<file path="src/rtl/seg_scan_ctrl.sv">
// seg_scan_ctrl: scan controller for a common-anode multi-digit 7-segment display.
// One shared hex decoder is fed through `digit`, and each digit has its own
// active-low anode. A value loaded here is held in a pending buffer. It reaches
// the display register only at a frame boundary (or straight away while the
// scan is off), so a digit never shows a mix of old and new data.
// Optional feature: define SEG_LZ_BLANK_EN to turn on leading-zero blanking.
module seg_scan_ctrl #(
  parameter int DIGITS = 4,
  parameter int TICKS  = 50000,
  parameter int GUARD  = 16
) (
  input  logic                  clk,
  input  logic                  rst_n,
  input  logic                  en,
  input  logic                  load,
  input  logic [4*DIGITS-1:0]   value_in,
  input  logic [DIGITS-1:0]     dp_in,
  output logic                  pending,
  output logic                  commit,
  output logic                  frame,
  output logic [DIGITS-1:0]     an,
  output logic [3:0]            digit,
  output logic                  dp
);

  localparam int PTR_W   = (DIGITS > 1) ? $clog2(DIGITS) : 1;
  localparam int CNT_MAX = (TICKS > GUARD) ? ((TICKS > 2) ? TICKS : 2)
                                           : ((GUARD > 2) ? GUARD : 2);
  localparam int CNT_W   = $clog2(CNT_MAX);

  localparam logic [CNT_W-1:0] TICK_LAST  = CNT_W'(TICKS - 1);
  localparam logic [CNT_W-1:0] GUARD_LAST = CNT_W'((GUARD > 0) ? GUARD - 1 : 0);
  localparam logic [PTR_W-1:0] PTR_LAST   = PTR_W'(DIGITS - 1);

  typedef enum logic [1:0] {
    ST_OFF   = 2'd0,
    ST_GUARD = 2'd1,
    ST_DRIVE = 2'd2
  } state_t;

  state_t                state;
  logic [PTR_W-1:0]      ptr;
  logic [CNT_W-1:0]      cnt;

  logic [4*DIGITS-1:0]   pend_val;
  logic [DIGITS-1:0]     pend_dp;
  logic [4*DIGITS-1:0]   disp_val;
  logic [DIGITS-1:0]     disp_dp;

  logic                  wrap_now;
  logic                  commit_now;
  logic [DIGITS-1:0]     sel;
  logic [DIGITS-1:0]     blank;

  // The last drive cycle of the last digit closes the frame. A pending value
  // is committed there, or at once whenever the scan is off.
  assign wrap_now   = en && (state == ST_DRIVE) && (cnt == TICK_LAST) && (ptr == PTR_LAST);
  assign commit_now = pending && (wrap_now || (state == ST_OFF));
  assign sel        = DIGITS'(1) << ptr;

`ifdef SEG_LZ_BLANK_EN
  // A digit above digit 0 stays dark when it and every digit above it hold
  // zero and its own decimal point is off.
  always_comb begin
    logic upper_zero;
    blank      = '0;
    upper_zero = 1'b1;
    for (int k = DIGITS - 1; k >= 1; k--) begin
      upper_zero = upper_zero & (disp_val[4*k +: 4] == 4'd0);
      blank[k]   = upper_zero & ~disp_dp[k];
    end
  end
`else
  assign blank = '0;
`endif

  // Scan sequencer: OFF -> (GUARD ->) DRIVE for each digit in turn, wrapping every frame.
  always_ff @(posedge clk or negedge rst_n) begin
    if (!rst_n) begin
      state <= ST_OFF;
      ptr   <= '0;
      cnt   <= '0;
      frame <= 1'b0;
    end else begin
      frame <= wrap_now;
      if (!en) begin
        state <= ST_OFF;
        ptr   <= '0;
        cnt   <= '0;
      end else begin
        case (state)
          ST_OFF: begin
            ptr   <= '0;
            cnt   <= '0;
            state <= (GUARD == 0) ? ST_DRIVE : ST_GUARD;
          end
          ST_GUARD: begin
            if (cnt == GUARD_LAST) begin
              cnt   <= '0;
              state <= ST_DRIVE;
            end else begin
              cnt <= cnt + 1'b1;
            end
          end
          ST_DRIVE: begin
            if (cnt == TICK_LAST) begin
              cnt   <= '0;
              ptr   <= (ptr == PTR_LAST) ? '0 : ptr + 1'b1;
              state <= (GUARD == 0) ? ST_DRIVE : ST_GUARD;
            end else begin
              cnt <= cnt + 1'b1;
            end
          end
          default: begin
            state <= ST_OFF;
            ptr   <= '0;
            cnt   <= '0;
          end
        endcase
      end
    end
  end

  // Double buffer: the newest load waits in pend_*. The display register only changes on a commit.
  always_ff @(posedge clk or negedge rst_n) begin
    if (!rst_n) begin
      pend_val <= '0;
      pend_dp  <= '0;
      disp_val <= '0;
      disp_dp  <= '0;
      pending  <= 1'b0;
      commit   <= 1'b0;
    end else begin
      commit <= commit_now;
      if (commit_now) begin
        disp_val <= pend_val;
        disp_dp  <= pend_dp;
      end
      if (load) begin
        pend_val <= value_in;
        pend_dp  <= dp_in;
        pending  <= 1'b1;
      end else if (commit_now) begin
        pending <= 1'b0;
      end
    end
  end

  // Registered pin drive. During GUARD the anodes stay off while the decoder already sees the next digit.
  always_ff @(posedge clk or negedge rst_n) begin
    if (!rst_n) begin
      an    <= '1;
      digit <= 4'd0;
      dp    <= 1'b1;
    end else begin
      an    <= ((state == ST_DRIVE) && !blank[ptr]) ? ~sel : '1;
      digit <= disp_val[{ptr, 2'b00} +: 4];
      dp    <= ~disp_dp[ptr];
    end
  end

endmodule

</file>
<file path="config.mk">
export PLATFORM = sky130hd
export DESIGN_NAME = seg_scan_ctrl
export DESIGN_NICKNAME = d
export VERILOG_FILES = /design/src/rtl/seg_scan_ctrl.sv
export SDC_FILE = /design/constraint.sdc
export NUM_CORES = 1
export LEC_CHECK = 0
export CAP_MARGIN = 20
export CORE_MARGIN = 2
export CORE_UTILIZATION = 50
export DETAILED_ROUTE_END_ITERATION = 8
export PLACE_DENSITY = 0.81
export REMOVE_ABC_BUFFERS = 1
export SETUP_SLACK_MARGIN = 0.1
export SYNTH_ARGS = -nofsm -noshare
export SYNTH_HDL_FRONTEND = slang
export SYNTH_SLANG_ARGS = --single-unit
</file>
<file path="constraint.sdc">
create_clock -name clk -period 2.9 [get_ports clk]
set_clock_uncertainty 0.15 [all_clocks]
set_input_delay 0.435 -clock clk [delete_from_list [all_inputs] [get_ports clk]]
set_output_delay 0.435 -clock clk [all_outputs]
set_load 0.01 [all_outputs]
</file>
==> results of run 1 <==
==> repair_timing <==
item,in CTS,in global routing
gates resized for setup,0,0
setup buffers,0,0
hold buffers,1,0
hold endpoints to repair,67,0
==> area by class of cell <==
class | count | area [sq um] | share of cell area [%]
repair buffers | 41 | 405 | 10.6
well taps | 77 | 96.3 | 2.51
inverters | 8 | 30.0 | 0.782
clock buffers | 9 | 124 | 3.23
flip-flops and latches | 72 | 1810 | 47.1
clock inverters | 7 | 63.8 | 1.66
multi-input cells | 147 | 1310 | 34.2
==> logic make-up after synthesis <==
kind of cell / count (synthesis)
flip-flops: 72
AND/OR/NAND/NOR: 71
multiplexers: 45
buffers and inverters: 18
XOR/XNOR: 14
adder cells (fa/ha/maj): 9
AO/OA/AOI/OAI: 8
==> cell usage in the layout, fill, tap and decap left out, types with 8 or more instances in the layout <==
cell / n
nor2_1: 23
mux2_2: 21
dfrtp_1: 67
xnor2_1: 11
ha_1: 9
clkbuf_8: 9
nand4_1: 9
inv_1: 8
mux2_4: 19
clkdlybuf4s50_1: 34
nand2_1: 14
==> worst reg2reg max path: cells and delay by family (launching register included) <==
kind | cells | cell delay (ps)
and+or+nand+nor | 3 | 420
AOI/OAI and AO/OA | 1 | 500
adders and majority gates | 1 | 240
buffers and inverters | 1 | 380
muxes | 1 | 330
DFF | 1 | 390
==> flip-flops by register name, indices dropped and copies added, names as in the netlist <==
register and flops:
dp 1, cnt 16, ptr 2, disp_dp 4
frame 1, state 2, commit 1, pend_val 16
digit 4, an 4, disp_val 16, pending 1
pend_dp 4
==> worst max-delay path by stage <==
stage	from	endpoint	slack, ps
final	cnt[0]	disp_val[3]	390
after CTS	cnt[0]	disp_val[3]	350
after global placement	en	disp_val[14]	360
after global routing	state[0]	disp_val[6]	280
after detailed placement	en	disp_val[2]	330
after floorplan	cnt[0]	disp_val[9]	360
==> power groups by stage <==
stage	clock, W	combinational (W)	sequential, W
finish	0.000755	0.000808	0.00138
global route	0.000820	0.000874	0.00140
CTS	0.000779	0.000821	0.00138
detailed placement	0	0.000813	0.00140
global placement	0	0.000778	0.00138
floorplan	0	0.000551	0.00138
==> stage by stage <==
| step | util (%) | power (W) | instances | hold WS (ps) | worst slack, ps |
|---|---|---|---|---|---|
| floorplan | - | 0.00193 | 227 | -10.6 | 355 |
| CTS | 60.8 | 0.00298 | 361 | 312 | 346 |
| detailed placement | 57.7 | 0.00221 | 344 | 302 | 327 |
| global route | 60.8 | 0.00310 | 361 | 339 | 275 |
| global placement | 57.7 | 0.00216 | 344 | 293 | 363 |
| finish | 60.8 | 0.00294 | 361 | 307 | 387 |
==> per-layer routing <==
layer / vias to the layer above / GRT usage [%] / routed length (um)
met3: 11 / 3.05 / 158
met1: 955 / 22.8 / 2510
met5: - / 0 / 0
met4: 0 / 10.5 / 146
met2: 36 / 26.5 / 2700
li1: 906 / - / -
==> summary.txt, run 1 <==
Run status
  • Outcome: completed

Cells and area
  • Final Cell Area: 3840 sq um
  • Share of post-route cells with drive strength above 1: between 20% and 30%
  • Layout area overhead: 17.8%
  • Fin nets: about 310
  • Diode count: 0
  • Fill cells: 503

Synthesis
  • Post-Syn Instances: 237
  • Synth top cells by count: 67 x dfrtp_1, 23 x nor2_1, 21 x mux2_2
  • Simple-gate share of the synthesized area: a little under an eighth
  • Post-synth top area share: 51.4%
  • Yosys warning total: 0
  • Synth Area per Inst: 13.8 sq um
  • Mapped cell area: about 3300 sq um
  • Count leader, synth: dfrtp_1
  • Post-synth cell types: 35
  • Post-Synth XOR/XNOR Area: under 10%
  • Cell taking the most area after synthesis: dfrtp_1
  • Post-synthesis mux area share: 19.5%
  • Async S/R FF share, synth: 100%
  • Yosys reg bits: 72
  • Top_reg_cell synth: dfrtp_1
  • Top area cells in the synthesized netlist: dfrtp_1 51%, mux2_4 8.8%, mux2_2 7.3%
  • Main combinational cell family by area after synthesis: multiplexers
  • Post-Synth Adder-Cell Area: between 3 and 4%
  • Post-synth EDFFs: 0
  • Compound-Gate Fraction of Synth Area: 1.57%
  • Seq/Total Area, Yosys: 55.5%

Pwr
  • P per Cell Area: 767 nW/um^2
  • Sw frac: 29.3%
  • Leakage Power: 1.63 nW
  • Internal power: 0.00208 W
  • NetSw: 0.000862 W
  • Worst IR Drop VDD: 0.000501 V
  • Part of the power in registers: 46.9%
  • Share of total power in the clock network: 25.6%
  • Logic pwr share: 27.4%

Placement
  • # port buffers: 35
  • Detailed Place HPWL: 3760 um
  • GP Congestion: 0.781
  • Post-DP Area: 3640 sq um

Drt
  • Drc violations: 0
  • Vias: ~1900
  • Pre-antenna DRT Iters: 4
  • Wire per inst: 15.3 um
  • Total detailed-routing wirelength: approximately 5500 um
  • DRT iter0 DRCs: a little under 100
  • Detail Route Antenna Nets: 0
  • Via density: 5.29

Clocking
  • Clk_lat worst skew: 360 ps
  • Number of clock sinks: approximately 70
  • H-tree lvl count: 3
  • Clock Pin Slew Worst Setup and Hold Paths: 80 ps
  • CTS tree: done
  • CTS Buf Count: 9
  • Root buf cell: clkbuf_8
  • Bufs on Longest Clock Path: 2

Global route
  • First-pass GRT wire length: 9430 um
  • Grt ovf: 0
  • Number of global-route vias before repair: 1977
  • Largest net degree at the start of global routing: 73
  • Initial antenna violation count: 0
  • Total track usage: approximately 17%

Job
  • Max_cap viols: 0

Die
  • Die H: 84.7 um
  • Core Box Area: 6310 sq um
  • Die area: 7180 sq um
  • Die Wd: 84.7 um
  • Initial Utilization: 51.6%
  • Row count: 29
  • I/O pin total: 36

Worst setup path
  • Setup CP Type: flip-flop to flip-flop
  • Reg2reg end: disp_val[3]
  • Crit start category: flip-flop
  • Crit path DAT: 2610 ps
  • Cell class contributing the biggest share of worst-path delay: compound AO/OA/AOI/OAI gates
  • Cell breakdown of the critical path: ha_1, and3_2, nand2_2, nor4_4, o21ai_2, buf_4, mux2_4
  • R2R setup slack: 390 ps
  • Setup crit end kind: flip-flop
  • CP bufs+invs: 1
  • Critical path depth: 7
  • FF-to-FF path depth: 7
  • CP max stage cell: o21ai_2
  • Critical path required time: 2990 ps
  • Worst r2r src: cnt[0]
  • Crit path max fanout: 13
  • Slowest stage delay, CP: 500 ps

Timing
  • RSZ-0062 raised after global routing: no
  • Finish-stage setup viols: 0
  • Min Clock Period, post-route: roughly 2500 ps
  • Fmax: 0.398 GHz
  • Final worst path period share: 86.6%
  • Slew margin rel.: 58.0%
  • Slew @ Worst Pin: 630 ps
  • Final Hold Viols: 0
  • Setup_tns: 0 ps
  • Slew Viols, Final: 0

Min path
  • Hold Crit Depth: 1
  • Hold Path Class: flip-flop to flip-flop
  • Worst hold endpoint: cnt[0]
  • Hold Startpoint: cnt[0]
Note: power is estimated with default switching activity, not from simulation.
==> run 2, diff against run 1 <==
ABC_AREA = 1   (was not set)
PLACE_DENSITY = 0.72   (was 0.81)
==> run 2 against run 1 <==
Against the previous run:
- the run now ends with hold timing left
- synthesized cell count is 62% higher
- global-route usage is 2.4 points higher
- area after synthesis is 1.2% higher
- sequential share of layout area is 1.4 points lower
- via count is 31% higher
- flip-flop and latch count stayed put
- first-iteration DRC count is 59% higher
- critical path type is now flip-flop to output pin
==> summary.txt, run 2 <==
Run status
  • Outcome: finished with violations
  • Violations in the final reports: hold timing

Drt
  • Metal3 WL: 282 um
  • DRT iter0 DRCs: about 160
  • Detail Route Antenna Nets: 0
  • Wire per inst: 12.4 um
  • Via density: 4.96
  • Drc violations: 0
  • DR WL met2: just over 3000 um
  • Total detailed-routing wirelength: approximately 6200 um
  • Wl on met1: 2800 um
  • Pre-antenna DRT Iters: 4
  • Vias: 2501
  • Highest metal used: met4

Cells and area
  • Share of post-route cells with drive strength above 1: under 10%
  • Most frequent cells in the layout: 155 x nand2_1, 67 x dfrtp_1, 42 x nor2_1
  • Storage element area: 1810 sq um
  • Area occupied by multi-input gates: 1320 sq um
  • Final core utilization: between 60% and 70%
  • Fin nets: 455
  • Diode count: 0
  • Biggest regs: cnt x16, disp_val x16, pend_val x16
  • Fill cells: 555
  • Commonest non-fill, non-tap cell in the layout: nand2_1
  • Layout area overhead: 19.9%

Worst setup path
  • Setup crit end kind: output pin
  • Crit path DAT: 1520 ps
  • CP max stage cell: clkdlybuf4s50_1
  • Crit start category: flip-flop
  • CP bufs+invs: 2
  • Critical path required time: 2320 ps
  • R2R setup slack: 860 ps
  • Worst r2r src: state[0]
  • Critical Path Source: pending
  • Cell class contributing the biggest share of worst-path delay: buffers and inverters
  • Crit path to: pending
  • Crit path max fanout: 23
  • Setup CP Type: flip-flop to output pin
  • Cell breakdown of the critical path: buf_4, clkdlybuf4s50_1
  • Reg2reg end: disp_val[10]
  • Critical path depth: 2
  • Slowest stage delay, CP: ~600 ps
  • FF-to-FF path depth: 9

Clocking
  • CTS Buf Count: 9
  • Post-CTS Hold Buffers: 0
  • CTS resizes: 0
  • Clk_lat worst skew: between 300 and 400 ps
  • Clock Pin Slew Worst Setup and Hold Paths: 70 ps
  • CTS tree: done
  • H-tree lvl count: 3
  • Bufs on Longest Clock Path: 2
  • Post-CTS Setup Bufs: 0
  • Root buf cell: clkbuf_8
  • Number of clock sinks: a little over 70

Die
  • I/O pin total: 36
  • Row count: 29
  • Die area: 7260 sq um
  • Die H: about 85 um
  • Die Wd: 85.2 um
  • Initial Utilization: between 50 and 60%
  • Core Box Area: ~6300 sq um

Pwr
  • P per Cell Area: 797 nW/um^2
  • Worst IR Drop VDD: 0.000442 V
  • Leakage Power: 1.97 nW

Global route
  • Initial antenna violation count: 0
  • Number of global-route vias before repair: 2430
  • Grt ovf: 0
  • Largest net degree at the start of global routing: 33
  • First-pass GRT wire length: 11200 um
  • Total track usage: about 20%

Timing
  • Final worst path period share: a little over 70%
  • Final Hold Viols: 9
  • PnR worst setup slack: 798 ps
  • Min Clock Period, post-route: between 2000 and 2500 ps
  • Setup_tns: 0 ps
  • WHS: -14.4 ps
  • RSZ-0062 raised after global routing: no
  • Slew @ Worst Pin: 719 ps
  • Slew margin rel.: 52.1%
  • Slew Viols, Final: 0
  • Fmax: 0.476 GHz
  • Finish-stage setup viols: 0

Placement
  • Worst slack at placement: 705 ps
  • Detailed Place HPWL: around 4300 um
  • GP Congestion: 0.792
  • # port buffers: 35

Synthesis
  • Cell taking the most area after synthesis: dfrtp_1
  • Post-Synth Adder-Cell Area: 3.42%
  • Top_reg_cell synth: dfrtp_1
  • Count leader, synth: nand2_1
  • Synth Area per Inst: ~8.6 sq um
  • Yosys reg bits: 72
  • Mapped cell area: 3300 sq um
  • Synth top cells by count: 155 x nand2_1, 67 x dfrtp_1, 42 x nor2_1
  • Post-Syn Instances: 385
  • Compound-Gate Fraction of Synth Area: 2.73%
  • Async S/R FF share, synth: 100%
  • Post-synth EDFFs: 0
  • Post-synth top area share: 50.9%
  • Seq/Total Area, Yosys: 54.8%
  • Simple-gate share of the synthesized area: 31.0%
  • Post-synthesis mux area share: 0%
  • Yosys warning total: 0
  • Post-synth cell types: 26
  • Main combinational cell family by area after synthesis: simple AND/OR/NAND/NOR gates
  • Top area cells in the synthesized netlist: dfrtp_1 51%, nand2_1 18%, nor2_1 4.8%
  • Post-Synth XOR/XNOR Area: 2.92%

Min path
  • Hold Path Class: input pin to async pin

Job
  • Max_cap viols: 0
==> run 2: worst min path at each step <==
stage                   endpoint  cells past startpoint         start  slack (ps)
floorplan                 cnt[0]                      0         rst_n         -10
global placement     disp_val[4]                      2   disp_val[4]         300
detailed placement  disp_val[11]                      2  disp_val[11]         300
CTS                     digit[1]                      1         rst_n           2
global route            digit[3]                      1         rst_n          30
finish                   cnt[12]                      1         rst_n         -10
==> run 2: layout make-up <==
cell class,count,share of cell area [%]
Sequential cell,72,45.7
Multi-Input combinational cell,278,33.4
Timing Repair Buffer,39,9.50
Clock buffer,11,3.58
Clock inverter,5,3.26
Tap cell,77,2.44
Inverter,22,2.09
==> run 2: worst register-to-register path, stage by stage (launching register included) <==
cell,delay (ps)
dfrtp_1,410
inv_1,100
ha_1,300
nand2_1,110
nor2_1,130
nand3_2,130
nand2_4,230
nand2_4,200
nand2_1,130
nand2_1,60
==> run 2: where the power goes <==
group | switching (W) | total [W] | internal [W]
Sequential | 0.000118 | 0.00135 | 0.00123
Clock | 0.000371 | 0.00105 | 0.000684
Combinational | 0.000454 | 0.000750 | 0.000297
==> run 2: kinds of logic (layout without fill, tap and decap cells) <==
family	count (synthesis)	after routing
compound gates	16	16
xor+xnor	11	11
fa+ha+maj	9	9
buf+inv	35	77
flops	72	72
simple gates	242	242
==> run 2: layer usage <==
metal	GRT usage, %	up-vias
met4	6.64	0
li1	-	1270
met5	0	-
met2	32.0	55
met1	26.0	1166
met3	4.77	10
==> run 2: stage by stage <==
stage,cell area [sq um],std cells,power [W]
4_1_cts,3950,504,0.00317
3_5_place_dp,3680,488,0.00212
5_1_grt,3950,504,0.00336
6_report,3950,504,0.00315
2_1_floorplan,3210,372,0.00181
3_3_place_gp,3680,488,0.00209
